[src/rtl/cpu_pkg.sv]
// Shared CPU definitions: datapath widths, PC step, reset PC
// and the fetch-stage FSM state type.
package cpu_pkg;

    localparam int ADDR_W  = 16;
    localparam int INSTR_W = 16;

    localparam logic [ADDR_W-1:0] PC_STEP          = 16'd2;
    localparam logic [ADDR_W-1:0] RESET_PC_DEFAULT = 16'h0000;

    typedef enum logic [0:0] {
        RUN    = 1'b0,
        HALTED = 1'b1
    } fetch_state_t;

endpackage

[src/rtl/if_id_reg.sv]
// IF/ID pipeline register with load, flush and hold controls.
// Ports: clk, rst, load, flush, d_pc, d_instr -> valid, pc, instr, pc_plus2.
module if_id_reg
    import cpu_pkg::*;
(
    input  logic               clk,
    input  logic               rst,
    input  logic               load,
    input  logic               flush,
    input  logic [ADDR_W-1:0]  d_pc,
    input  logic [INSTR_W-1:0] d_instr,
    output logic               valid,
    output logic [ADDR_W-1:0]  pc,
    output logic [INSTR_W-1:0] instr,
    output logic [ADDR_W-1:0]  pc_plus2
);

    always_ff @(posedge clk) begin
        if (rst) begin
            valid    <= 1'b0;
            pc       <= '0;
            instr    <= '0;
            pc_plus2 <= '0;
        end else if (flush) begin
            // Only the valid bit matters on a flush; payload is left as is.
            valid <= 1'b0;
        end else if (load) begin
            valid    <= 1'b1;
            pc       <= d_pc;
            instr    <= d_instr;
            pc_plus2 <= d_pc + PC_STEP;
        end
    end

endmodule

[src/rtl/fetch_unit.sv]
// Instruction fetch stage: PC, RUN/HALTED FSM, redirect/stall/halt
// handling. Ports: clk, rst, stall, redirect_*, halt_req, imem_*,
// if_* (IF/ID bundle), halted, fetch_count.
module fetch_unit
    import cpu_pkg::*;
#(
    parameter logic [ADDR_W-1:0] RESET_PC = RESET_PC_DEFAULT
) (
    input  logic               clk,
    input  logic               rst,
    input  logic               stall,
    input  logic               redirect_valid,
    input  logic [ADDR_W-1:0]  redirect_pc,
    input  logic               halt_req,
    output logic [ADDR_W-1:0]  imem_addr,
    input  logic [INSTR_W-1:0] imem_instr,
    output logic               if_valid,
    output logic [ADDR_W-1:0]  if_pc,
    output logic [INSTR_W-1:0] if_instr,
    output logic [ADDR_W-1:0]  if_pc_plus2,
    output logic               halted,
    output logic [15:0]        fetch_count
);

    fetch_state_t      state_q, state_d;
    logic [ADDR_W-1:0] pc_q, pc_d;
    logic              load, flush;

    // Mutually exclusive actions, encoding the per-cycle priority.
    logic is_halted, do_halt, do_redir, do_stall, do_run;

    assign is_halted = (state_q == HALTED);
    assign do_halt   = !is_halted && halt_req;
    assign do_redir  = !is_halted && !halt_req && redirect_valid;
    assign do_stall  = !is_halted && !halt_req && !redirect_valid && stall;
    assign do_run    = !is_halted && !halt_req && !redirect_valid && !stall;

    always_comb begin
        state_d = state_q;
        pc_d    = pc_q;
        load    = 1'b0;
        flush   = 1'b0;
        unique case (1'b1)
            is_halted: ;
            do_halt: begin
                state_d = HALTED;
                flush   = 1'b1;
            end
            do_redir: begin
                pc_d  = {redirect_pc[ADDR_W-1:1], 1'b0};
                flush = 1'b1;
            end
            do_stall: ;
            do_run: begin
                pc_d = pc_q + PC_STEP;
                load = 1'b1;
            end
            default: ;
        endcase
    end

    always_ff @(posedge clk) begin
        if (rst) begin
            state_q     <= RUN;
            pc_q        <= RESET_PC & 16'hFFFE;
            fetch_count <= '0;
        end else begin
            state_q     <= state_d;
            pc_q        <= pc_d;
            fetch_count <= fetch_count + {15'd0, load};
        end
    end

    assign imem_addr = pc_q;
    assign halted    = is_halted;

    if_id_reg u_if_id (
        .clk      (clk),
        .rst      (rst),
        .load     (load),
        .flush    (flush),
        .d_pc     (pc_q),
        .d_instr  (imem_instr),
        .valid    (if_valid),
        .pc       (if_pc),
        .instr    (if_instr),
        .pc_plus2 (if_pc_plus2)
    );

endmodule
[config.mk]
export PLATFORM = sky130hd
export DESIGN_NAME = fetch_unit
export DESIGN_NICKNAME = d
export VERILOG_FILES = /design/src/rtl/cpu_pkg.sv /design/src/rtl/if_id_reg.sv /design/src/rtl/fetch_unit.sv
export SDC_FILE = /design/constraint.sdc
export NUM_CORES = 1
export LEC_CHECK = 0
export CORE_UTILIZATION = 35
export DETAILED_ROUTE_END_ITERATION = 8
export PLACE_DENSITY = 0.6
export REMOVE_ABC_BUFFERS = 1
export SYNTH_ARGS = -nofsm -noshare
export SYNTH_HDL_FRONTEND = slang
export SYNTH_SLANG_ARGS = --single-unit
[constraint.sdc]
create_clock -name clk -period 6.4 [get_ports clk]
set_clock_uncertainty 0.05 [all_clocks]
set_input_delay 0.96 -clock clk [delete_from_list [all_inputs] [get_ports clk]]
set_output_delay 0.96 -clock clk [all_outputs]
set_load 0.02 [all_outputs]
==> results.json <==
{
  "crit_type": "input pin to flip-flop",
  "synthCells": 417,
  "ant_nets": 0,
  "grt_max_degree": 87,
  "yosysSeqAreaShare": 0.4562,
  "status": "finished, final reports clean",
  "fmax_ghz": 0.2561,
  "cp.required_ns": 6.61,
  "clock_sinks": 79,
  "crit_fanout": 65,
  "synth.area.top_cells": "dfxtp_1 (46%), nand2_1 (8.8%), a21oi_1 (7.4%)",
  "worst_pin_slew_ns": 0.8947,
  "met2_usage": 0.2677,
  "rows": 35,
  "post_dp_cell_area_um2": 4582,
  "setup_tns_ns": 0,
  "avgViaCountPerCell": 4.995,
  "syn_to_final_growth_pct": 37.50,
  "power_leakage_nw": 1.580,
  "grt_busiest_layer": "met2",
  "met3_usage": 0.05245,
  "htree_levels": 3,
  "cp-start-kind": "input pin",
  "wl_per_cell_um": 13.74,
  "antenna_found_initial": 0,
  "design_area_um2": 4767,
  "yosysTopAreaCellShare": 0.4562,
  "clock_path_buffers": 2,
  "final_layout_size_suffix_gt1_frac": 0.04688,
  "hold_class": "flip-flop to flip-flop",
  "synth_ff_type": "dfxtp_1",
  "post_cts_buffers": 0,
  "finalSetupViolations": 0,
  "ctsHoldBuffers": 0,
  "fp.dieW_um": 101.5,
  "cts_made_buffers": 9,
  "synth_edf_count": 0,
  "portBuffers": 114,
  "ys_warn_count": 0,
  "hold_end": "u_if_id.instr[4]",
  "startpoint": "redirect_valid",
  "grt_pass1_vias": 2864,
  "clk_latency_ns": 0.34,
  "drt_pass1_iterations": 4,
  "layout_min_cycle_time_ns": 3.905,
  "globalRouteTotalUtil": 0.1721,
  "num_io_pins": 119,
  "cts_root_buffer": "clkbuf_8",
  "cts_tree": "built",
  "maxCapViolations": 0,
  "wl_um": 8806,
  "final_net_count": 550,
  "reg2reg_depth": 7,
  "use_met1": 0.2242,
  "hp-start": "u_if_id.instr[4]",
  "grt_pass1_wl_um": 13880,
  "dpl.hpwl_um": 5766,
  "ctsResizeCount": 0,
  "vias": 3202,
  "p_per_area_nw_per_um2": 208.3,
  "maxSlewViolCount": 0,
  "die_h_um": 101.5,
  "initial_utilization": 0.3682,
  "nFillCells": 935,
  "synth.distinct_cells": 49,
  "drc": 0,
  "r2r-end": "fetch_count[14]",
  "syn_area_per_cell_um2": 8.314,
  "final_hold_viol_count": 0,
  "async_flop_share": 0,
  "drt_iter0_drc": 116,
  "arrival_ns": 4.11,
  "rrSetupSlack_ns": 3.31,
  "num_antenna_cells": 0,
  "synth_seq_cells": 79,
  "r2r-start": "halted",
  "layout_common_cells": "clkdlybuf4s50_1 (113), nand2_1 (81), dfxtp_1 (79)",
  "rsz0062_at_grt": "false",
  "syn_area_um2": 3467,
  "gp_routability_congestion": 0.7174,
  "finalCritPeriodShare": 0.6101,
  "dieArea_um2": 10310,
  "yosys.area.top_type": "dfxtp_1",
  "gr-total-overflow": 0,
  "coreArea_um2": 9415,
  "crit_path_end_kind": "flip-flop",
  "clk_pin_slew_ns": 0.08,
  "mostFrequentLayoutCell": "clkdlybuf4s50_1",
  "peakVddDrop_mv": 0.1125,
  "holdPathStages": 2,
  "slew_headroom": 0.4036
}
## kinds of logic (layout without fill, tap and decap cells)
family / after synthesis / after routing / synth area share
xor gates and xnor gates: 19 / 19 / 0.04800
buffers and inverters: 40 / 133 / 0.06279
other: 1 / 3 / 0.001082
AOI/OAI and AO/OA: 96 / 96 / 0.1696
DFF: 79 / 79 / 0.4562
muxes: 2 / 2 / 0.005774
and+or+nand+nor: 176 / 176 / 0.2421
adders and majority gates: 4 / 4 / 0.01444
## where the power goes
part           switching [mW]  total, mW  internal, mW
sequential             0.0151      0.519         0.504
combinational          0.0591      0.114        0.0550
clock                   0.175      0.360         0.185
total                   0.249      0.993         0.744
## worst max-delay path: stages
cell and delay [ns]:
clkdlybuf4s50_1 0.55, or4_4 0.84, inv_6 0.46, ha_1 0.26, ha_1 0.31, nand3_1 0.18, or3_1 0.37, a21oi_1 0.15
## routing by layer
metal  vias to the layer above  routed length [µm]
met5                         -                   0
li1                       1617                   -
met1                      1487                4163
met4                         0                  92
met2                        90                3953
met3                         8                 596
## cell type report
type                       count  area (µm²)  area share
clock inverter                 4       47.55    0.009974
sequential                    79        1582      0.3318
clock buffer                  10       137.6     0.02887
inverter                       4       20.02    0.004199
timing repair buffer         115        1144      0.2399
multi-input combinational    300        1675      0.3514
tap                          129       161.4     0.03386
## state kept, by name, indices dropped and copies added (netlist names)
name,cells
u_if_id.instr,16
u_if_id.pc,15
u_if_id.pc_plus2,15
u_if_id.valid,1
imem_addr,15
fetch_count,16
halted,1
## synth_stat cells, types with 3 or more instances
cell type,number
o21ai_0,9
buf_6,5
and2_1,4
and2_0,4
nand4_1,14
ha_1,4
dfxtp_1,79
nand3_1,9
or3_1,4
xnor2_1,5
a22oi_1,4
and4_1,3
nor2_1,32
xor2_1,14
inv_1,3
a211oi_1,11
a21oi_1,51
o21ai_1,5
buf_4,4
and3_1,5
nor4_1,4
nand2_1,81
nor2b_1,3
clkbuf_1,17
buf_2,8
## worst max path at each step
stage | endpoint | slack (ns) | cells after the start
after floorplan | fetch_count[12] | 3.18 | 7
after global placement | fetch_count[12] | 2.16 | 8
after detailed placement | fetch_count[14] | 2.09 | 8
after CTS | fetch_count[14] | 2.45 | 8
after global routing | fetch_count[14] | 2.31 | 8
final | fetch_count[14] | 2.50 | 8
## metrics by stage
stage / utilization / setup WS, ns / hold WS (ns) / std cells / power [mW]
after floorplan: - / 3.183 / 0.4784 / 383 / 0.5770
after global placement: 0.4866 / 2.163 / 0.3919 / 627 / 0.6443
after detailed placement: 0.4866 / 2.090 / 0.3957 / 627 / 0.6457
after CTS: 0.5063 / 2.453 / 0.4068 / 641 / 1.008
after global routing: 0.5063 / 2.311 / 0.4222 / 641 / 1.036
final: 0.5063 / 2.495 / 0.4046 / 641 / 0.9931
(Power assumes the default switching activity.)
